===== config.mk =====
export PLATFORM = sky130hd
export DESIGN_NAME = uart_rx
export DESIGN_NICKNAME = d
export VERILOG_FILES = /design/src/rtl/uart_pkg.sv /design/src/rtl/uart_rx_sync_2ff.sv /design/src/rtl/uart_rx.sv
export SDC_FILE = /design/constraint.sdc
export NUM_CORES = 1
export LEC_CHECK = 0
export ABC_AREA = 1
export ABC_CLOCK_PERIOD_IN_PS = 1450
export CAP_MARGIN = 20
export CORE_MARGIN = 5
export CORE_UTILIZATION = 50
export CTS_CLUSTER_DIAMETER = 40
export DETAILED_ROUTE_END_ITERATION = 12
export GPL_TIMING_DRIVEN = 0
export PLACE_DENSITY = 0.69
export SLEW_MARGIN = 5
export SYNTH_ARGS = -nofsm -noshare
export SYNTH_HDL_FRONTEND = slang
export SYNTH_SLANG_ARGS = --single-unit

===== constraint.sdc =====
create_clock -name clk -period 1.45 [get_ports clk]
set_input_delay 0.145 -clock clk [delete_from_list [all_inputs] [get_ports clk]]
set_output_delay 0.145 -clock clk [all_outputs]
set_load 0.05 [all_outputs]

===== src/rtl/uart_pkg.sv =====
// uart_pkg: constants and types shared by the UART receiver and transmitter.
//   state_t       - receiver FSM states
//   DATA_BITS_DEF - default payload width per frame
//   clog2()       - ceiling log2, used to size counters at elaboration
`timescale 1ns/1ps
package uart_pkg;

    typedef enum logic [1:0] {
        IDLE  = 2'd0,
        START = 2'd1,
        DATA  = 2'd2,
        STOP  = 2'd3
    } state_t;

    localparam int DATA_BITS_DEF = 8;

    // Number of bits needed to count 0 .. v-1 (returns 0 for v <= 1).
    function automatic int clog2(input int v);
        int r;
        r = 0;
        for (int x = v - 1; x > 0; x = x >> 1) begin
            r++;
        end
        return r;
    endfunction

endpackage


===== src/rtl/uart_rx_sync_2ff.sv =====
// sync_2ff: single-bit two-flop synchronizer for an asynchronous input.
//   clk   - destination clock
//   rst   - asynchronous active-high reset, flops load RST_VAL
//   d     - asynchronous input
//   q     - synchronized output (two clk edges of latency)
`timescale 1ns/1ps
module sync_2ff #(
    parameter logic RST_VAL = 1'b1
) (
    input  logic clk,
    input  logic rst,
    input  logic d,
    output logic q
);

    logic meta;

    always_ff @(posedge clk or posedge rst) begin
        if (rst) begin
            meta <= RST_VAL;
            q    <= RST_VAL;
        end else begin
            meta <= d;
            q    <= meta;
        end
    end

endmodule


===== src/rtl/uart_rx.sv =====
// uart_rx: 8N1 UART receiver with mid-bit sampling.
//   clk       - system clock, rising edge
//   rst       - asynchronous active-high reset
//   rx        - serial line, idle high, asynchronous to clk
//   data      - last correctly received byte, held until the next good frame
//   valid     - one-cycle pulse, data updated this cycle
//   frame_err - one-cycle pulse, stop bit sampled low, byte discarded
//   busy      - FSM is not in IDLE
`timescale 1ns/1ps
module uart_rx
    import uart_pkg::*;
#(
    parameter int CLKS_PER_BIT = 2812,
    parameter int DATA_BITS    = DATA_BITS_DEF
) (
    input  logic                 clk,
    input  logic                 rst,
    input  logic                 rx,
    output logic [DATA_BITS-1:0] data,
    output logic                 valid,
    output logic                 frame_err,
    output logic                 busy
);

    if (CLKS_PER_BIT < 4) begin : g_bad_cpb
        $error("uart_rx: CLKS_PER_BIT must be >= 4");
    end

    localparam int CW = clog2(CLKS_PER_BIT);
    localparam int BW = clog2(DATA_BITS + 1);

    localparam logic [CW-1:0] HALF_LAST = CW'(CLKS_PER_BIT / 2 - 1);
    localparam logic [CW-1:0] BIT_LAST  = CW'(CLKS_PER_BIT - 1);
    localparam logic [BW-1:0] LAST_BIT  = BW'(DATA_BITS - 1);

    // Input path: synchronizer plus one history flop for edge detection.
    logic rx_s;
    logic rx_prev;
    logic fall;

    sync_2ff #(.RST_VAL(1'b1)) u_sync (
        .clk (clk),
        .rst (rst),
        .d   (rx),
        .q   (rx_s)
    );

    always_ff @(posedge clk or posedge rst) begin
        if (rst) rx_prev <= 1'b1;
        else     rx_prev <= rx_s;
    end

    // Requiring an edge (not just a low level) keeps a break or a line
    // still low after a framing error from re-triggering.
    assign fall = rx_prev & ~rx_s;

    state_t               state_q, state_d;
    logic [CW-1:0]        cnt_q, cnt_d;
    logic [BW-1:0]        bit_q, bit_d;
    logic [DATA_BITS-1:0] sh_q, sh_d;
    logic [DATA_BITS-1:0] data_q, data_d;
    logic                 valid_q, valid_d;
    logic                 ferr_q, ferr_d;

    always_ff @(posedge clk or posedge rst) begin
        if (rst) begin
            state_q <= IDLE;
            cnt_q   <= '0;
            bit_q   <= '0;
            sh_q    <= '0;
            data_q  <= '0;
            valid_q <= 1'b0;
            ferr_q  <= 1'b0;
        end else begin
            state_q <= state_d;
            cnt_q   <= cnt_d;
            bit_q   <= bit_d;
            sh_q    <= sh_d;
            data_q  <= data_d;
            valid_q <= valid_d;
            ferr_q  <= ferr_d;
        end
    end

    always_comb begin
        state_d = state_q;
        cnt_d   = cnt_q;
        bit_d   = bit_q;
        sh_d    = sh_q;
        data_d  = data_q;
        valid_d = 1'b0;
        ferr_d  = 1'b0;

        case (state_q)
            IDLE: begin
                if (fall) begin
                    state_d = START;
                    cnt_d   = '0;
                end
            end

            // Wait to the middle of the start bit; a high line there means
            // the edge was a glitch.
            START: begin
                if (cnt_q == HALF_LAST) begin
                    cnt_d   = '0;
                    bit_d   = '0;
                    state_d = rx_s ? IDLE : DATA;
                end else begin
                    cnt_d = cnt_q + CW'(1);
                end
            end

            // From mid-start, every full bit period lands mid-bit. LSB arrives
            // first, so shift in at the top and it ends up at bit 0.
            DATA: begin
                if (cnt_q == BIT_LAST) begin
                    cnt_d                = '0;
                    sh_d                 = sh_q >> 1;
                    sh_d[DATA_BITS-1]    = rx_s;
                    if (bit_q == LAST_BIT) begin
                        bit_d   = '0;
                        state_d = STOP;
                    end else begin
                        bit_d = bit_q + BW'(1);
                    end
                end else begin
                    cnt_d = cnt_q + CW'(1);
                end
            end

            // Leaving at mid-stop leaves half a bit to catch the next start
            // edge of a back-to-back frame.
            STOP: begin
                if (cnt_q == BIT_LAST) begin
                    cnt_d   = '0;
                    state_d = IDLE;
                    if (rx_s) begin
                        data_d  = sh_q;
                        valid_d = 1'b1;
                    end else begin
                        ferr_d  = 1'b1;
                    end
                end else begin
                    cnt_d = cnt_q + CW'(1);
                end
            end

            default: state_d = IDLE;
        endcase
    end

    assign data      = data_q;
    assign valid     = valid_q;
    assign frame_err = ferr_q;
    assign busy      = (state_q != IDLE);

endmodule


# --- Word level (Yosys, flattened, before mapping) ---
# Cells that the tools add are included.
classes:
  reduce_logical: 8
  n_div: 0
  n_addsub: 2
  bitwise_logic: 2
  n_shift: 0
  order_cmp: 0
  n_eq_ne: 11
  muxes: 21
  mul: 0
op_table:
  columns: ["op", "n"]
  rows:
  - ["two-way mux 12 bit", 3]
  - ["case mux 12 bit (3 select lines)", 1]
  - ["adder 12 x 1 -> 12 bit, second input constant", 1]
  - ["== test 12 x 11 -> 1 bit, second input constant", 1]
  - ["== test 12 bit, second input constant", 1]
  - ["two-way mux 2 bit", 6]
  - ["two-way mux 4 bit", 3]
  - ["!= test 2 bit, second input constant", 5]
  - ["case mux 2 bit (4 select lines)", 1]
  - ["case mux 4 bit (2 select lines)", 1]
  - ["two-way mux 1 bit", 6]
  - ["AND reduction 3 bit", 2]
  - ["AND reduction 5 bit", 1]
  - ["adder 4 x 1 -> 4 bit, second input constant", 1]
  - ["== test 2 bit, second input constant", 2]
  - ["== test 4 x 3 -> 1 bit, second input constant", 1]
  - ["nonzero test 2 bit", 2]
  - ["== test 2 x 1 -> 1 bit, second input constant", 1]
  - ["zero test 2 bit", 1]
  - ["AND reduction 2 bit", 1]
  - ["OR reduction 2 bit", 1]
  - ["AND 1 bit", 1]
  - ["NOT 1 bit", 1]
word_totals:
  mem_bits_ro: 0
  latchBits: 0
  output_inout_bits: 11
  regBits: 39
  inputBits: 3
  word_cells: 54
  ram_bits: 0
  memories: 0

# --- Depth between registers and ports, before layout ---
depth:
  depth_word: 4
  ltp_mapped: 9
  depth_no_buf: 9

# --- Modules after synthesis ---
# A second synthesis with hierarchy kept.
unflattened:
  hier_cells: 221
  hier_area_um2: 1974.4
by_module_without_submodules:
  columns: ["module", "cells_per_inst", "seq_area_each_um2", "area_per_inst_um2", "instances"]
  rows:
  - ["uart_rx", 218, 927.1, 1918.1, 1]
  - ["sync_2ff", 3, 52.6, 56.3, 1]

# --- Worst setup path after synthesis ---
# No wires, ideal clock.
synth_timing:
  path_type: "register to register"
  start: "register cnt_q[0]"
  end: "register bit_q[1]"
  path_buffers: 1
  period_less_slack_ps: 1521
  t_arrival_ps: 1403
  required_time_ps: 1332
  setup_ps: 118
  setup_slack_ps: -71
  path_stages_with_launch: 10
  path_cell_list: "dfrtp_1 > ha_1 > nand2_1 > nor2_1 > nand3_2 > clkinv_4 > nand2_4 > buf_6 > nand3_1 > nand2_1"
synth_via:
  elab_chain_len: 3
  elab_cells_between_ends: 5
  classes_between: "eq/ne (4); reduce/logical (1)"
synth_lines:
  columns: ["item", "line", "source"]
  rows:
  - ["start, declared", "uart_rx.sv:58", "logic [CW-1:0] cnt_q, cnt_d;"]
  - ["start signal, assigned", "uart_rx.sv:76", "cnt_q <= cnt_d;"]
  - ["== test 12 bit or == test 12 x 11 -> 1 bit (tied branches)", "uart_rx.sv:117, uart_rx.sv:105", null]
  - ["!= test 2 bit (no source line)", null, null]
  - ["AND reduction 3 bit (no source line) (*)", null, null]
  - ["end signal, assigned", "uart_rx.sv:77", "bit_q <= bit_d;"]
  - ["end, declared", "uart_rx.sv:59", "logic [BW-1:0] bit_q, bit_d;"]
# Every way passes the cells marked *; elsewhere a longest branch is shown, timed or not.
# A chain may end at the register's enable or synchronous reset.

# --- Worst setup path after layout ---
layout_timing:
  start: "register cnt_q[1]"
  end: "register cnt_q[2]"
layout_via:
  elab_chain_len: 3
  elab_cells_between_ends: 6
  classes_between: "add/sub (1); eq/ne (2); mux (3)"
layout_lines:
  columns: ["item", "line", "source"]
  rows:
  - ["adder 12 x 1 -> 12 bit (tied with other cells)", "uart_rx.sv:110, uart_rx.sv:128, uart_rx.sv:145", null]
  - ["two-way mux 12 bit (on tied branches)", "uart_rx.sv:117, uart_rx.sv:135, uart_rx.sv:105", null]
  - ["case mux 12 bit (3 select lines) (*)", "uart_rx.sv:94", "case (state_q)"]
# Marked as above.

==> flow_metrics.tcl <==
set metrics [dict create \
    yosysTopAreaCellShare 0.453 \
    yosys-top-cells-area "dfrtp_1, nand2_1, nand3_1" \
    drive_above_1_share 0.471 \
    setup_viol 33 \
    slew_headroom 0.463 \
    fill_cells 288 \
    skew_ps 7.91 \
    dieArea_mm2 0.00534 \
    ant_nets 0 \
    areaGrowthSynthToFinish_pct 40.7 \
    tightest_slew_ps 805 \
    detail_route.wl_per_cell_um 15.1 \
    initial_core_util 0.508 \
    finalHoldViolCount 0 \
    cp_slowest_stage_delay_ps 440 \
    fin_crit_ps 1570 \
    die_h_um 73.1 \
    grt_pass1_vias 1674 \
    cp-start-kind "flop" \
    synth_common_cells "nand2_1, dfrtp_1, nand3_1, inv_1, nor2_1" \
    grt_pass1_wl_um 7710 \
    coreArea_mm2 0.00391 \
    ir_worst_vdd_mv 0.974 \
    num_io_pins 14 \
    clock-sinks 39 \
    sequentialPowerShare 0.419 \
    dpl_cell_area_mm2 0.00220 \
    ys_seq_area_frac 0.493 \
    yosys_warnings 0 \
    drc 0 \
    status "finished, violations left" \
    synth_area_leader_cell "dfrtp_1" \
    clk_latency_ps 300 \
    critPathBufInv 3 \
    end_kind "flop" \
    portBuffers 13 \
    cpLargestDelayFamily "flip-flops" \
    layoutNonFillerInstCount 324 \
    antenna_found_initial 0 \
    p_switching_mw 1.14 \
    netlist_area_mm2 0.00199 \
    crit_chain "ha_4 > nand2_4 > nor2_4 > nand3_4 > clkinv_4 > o21ai_4 > buf_6 > clkinv_8 > o22ai_4" \
    fmax_mhz 635 \
    slew_viol_final 0 \
    netSwitchingFraction 0.359 \
    fp.dieW_um 73.1 \
    fin_hold_ws_ps 254 \
    critPathMaxFanout 6 \
    drv_cap 0 \
    clk_path_buf_depth 2 \
    comb_power_share 0.350 \
    synth_seq_cells 39 \
    fin_nets 279 \
    yosysMostFrequentCell "nand2_1" \
    violations "setup timing" \
    dr.first_iter.drc_count 127 \
    p_clk_frac 0.231 \
    clkTransAtPathRegs_ps 80 \
    crit_type "flop to flop" \
    p_int_mw 2.04 \
    cp.required_ps 1660 \
    ys.flop_type "dfrtp_1" \
    rows 23 \
    vias_per_cell 5.48 \
    postSynth.asyncResetShare 1.00 \
    grt_util_all_layers 0.187 \
    synth_edf_count 0 \
    root_buffer "clkbuf_8" \
    cp.arrival_ps 1780 \
    yosysUniqueCellTypes 35 \
    vias 1774 \
    slowest_stage "dfrtp_1" \
    total_power_mw 3.18 \
    hold_path_class "input pin to flop" \
    cts_buffers 5 \
    layout_setup_ws_ps -124 \
    min_period_over_period 1.09 \
    antenna-diode-count 0 \
    tns_ps -2260 \
    gp_congestion 0.888 \
    synth_fp_nets 237 \
    grt_setup_unrepaired "true" \
    hpwl_um 2740 \
    htreeDepth 2 \
    synth.avg_cell_area_um2 8.61 \
    firstDrtPassIters 4 \
    grt_overflow 0 \
    cts_tree "yes" \
    synth_cells 231 \
    p_leak_nw 1.29 \
    design_area_mm2 0.00280 \
    post-place-cells 294 \
    wl_um 4890 \
    cellPowerDensity_mw_per_mm2 1140 \
    grt_max_degree 40 \
]
cell usage in the layout, fill, tap and decap left out, types with 2 or more instances in the layout:
cell type        netlist  layout
nor2_1                13       6
clkbuf_8               0       5
nand2_4                2       2
dfrtp_2                0       4
a21oi_2                0       5
o22ai_2                0       5
nor2_2                 1       3
nor2_4                 2       7
clkinvlp_4             0       2
nand2_1               72      48
nand3_4                0       2
inv_1                 15      12
nor3_4                 2       3
nand3_2                2       8
nand3_1               20      12
dfstp_2                3       3
ha_4                   0       2
nor3_2                 3       3
nand4_1                7       7
buf_4                  2      14
dfrtp_1               36      32
nor3_1                 5       4
nand2_2                3      25
clkdlybuf4s50_1        0       2
xor2_1                 4       4
inv_2                  7       9
o21ai_2                1       5
buf_6                  1      10
dlygate4sd2_1          0      10
nand2_8                0       2
cells by family (layout without fill, tap and decap cells):
group / count (synthesis) / count (layout) / synth area share
xor+xnor: 5 / 5 / 0.0220
buf+inv: 27 / 70 / 0.0610
flops: 39 / 39 / 0.493
fa+ha+maj: 3 / 3 / 0.0189
compound gates: 21 / 21 / 0.0667
simple gates: 136 / 136 / 0.339
power groups by stage:
stage / combinational, mW / sequential (mW) / clock [mW]
after floorplan: 0.472 / 1.31 / 0
after CTS: 0.998 / 1.32 / 0.748
after global placement: 0.587 / 1.33 / 0
after detailed placement: 0.594 / 1.33 / 0
final: 1.11 / 1.33 / 0.735
after global routing: 1.19 / 1.35 / 0.788
metal layers:
| metal | track usage | part of all wire |
|---|---|---|
| met5 | 0 | 0 |
| met4 | 0.0717 | 0.023 |
| met3 | 0.0331 | 0.038 |
| met2 | 0.300 | 0.51 |
| met1 | 0.251 | 0.43 |
path summary, 6_finish.rpt:
kind / endpoint / slack (ps) / cells past startpoint / from
worst max-delay path: cnt_q[2]$_DFFE_PP0P_ / -120 / 9 / cnt_q[1]$_DFFE_PP0P_
worst min-delay path: u_sync.meta$_DFF_PP1_ / 250 / 1 / rx
worst max register to register: cnt_q[2]$_DFFE_PP0P_ / -120 / 9 / cnt_q[1]$_DFFE_PP0P_
min in group asynchronous: cnt_q[8]$_DFFE_PP0P_ / 320 / 2 / rst
max in group asynchronous: cnt_q[3]$_DFFE_PP0P_ / 560 / 2 / rst
worst min register to register: u_sync.q$_DFF_PP1_ / 360 / 0 / u_sync.meta$_DFF_PP1_
timing repair:
action                                  in CTS  in global routing
hold endpoints to repair                     0                  0
gates resized for setup                     56                 51
endpoints found under the setup margin      45                 36
pin swaps                                   10                 19
cloned                                       1                  0
buffers inserted                            17                  5
hold buffers                                 0                  0
layout make-up:
type                       instances  area, um2  share of cell area
buffer                             4       31.3              0.0112
clock buffer                       5       68.8              0.0246
clock inverter                     3       20.0             0.00716
inverter                          23        104              0.0371
multi-input combinational        165       1200               0.430
sequential                        39        985               0.352
tap                               50       62.6              0.0224
timing repair buffer              35        324               0.116
state kept, by name, summed over array words and instances (netlist names), named ones only:
name         cells
sh_q             8
rx_prev          1
data             8
state_q          1
u_sync.meta      1
cnt_q           12
u_sync.q         1
frame_err        1
bit_q            4
valid            1
stage by stage:
step | util | setup WS [ps]
after floorplan | - | 7.86
after detailed placement | 0.562 | -201
after global placement | 0.562 | -444
after global routing | 0.715 | -176
after CTS | 0.661 | -86.7
final | 0.715 | -124
Power figures use the tool's default switching activity.
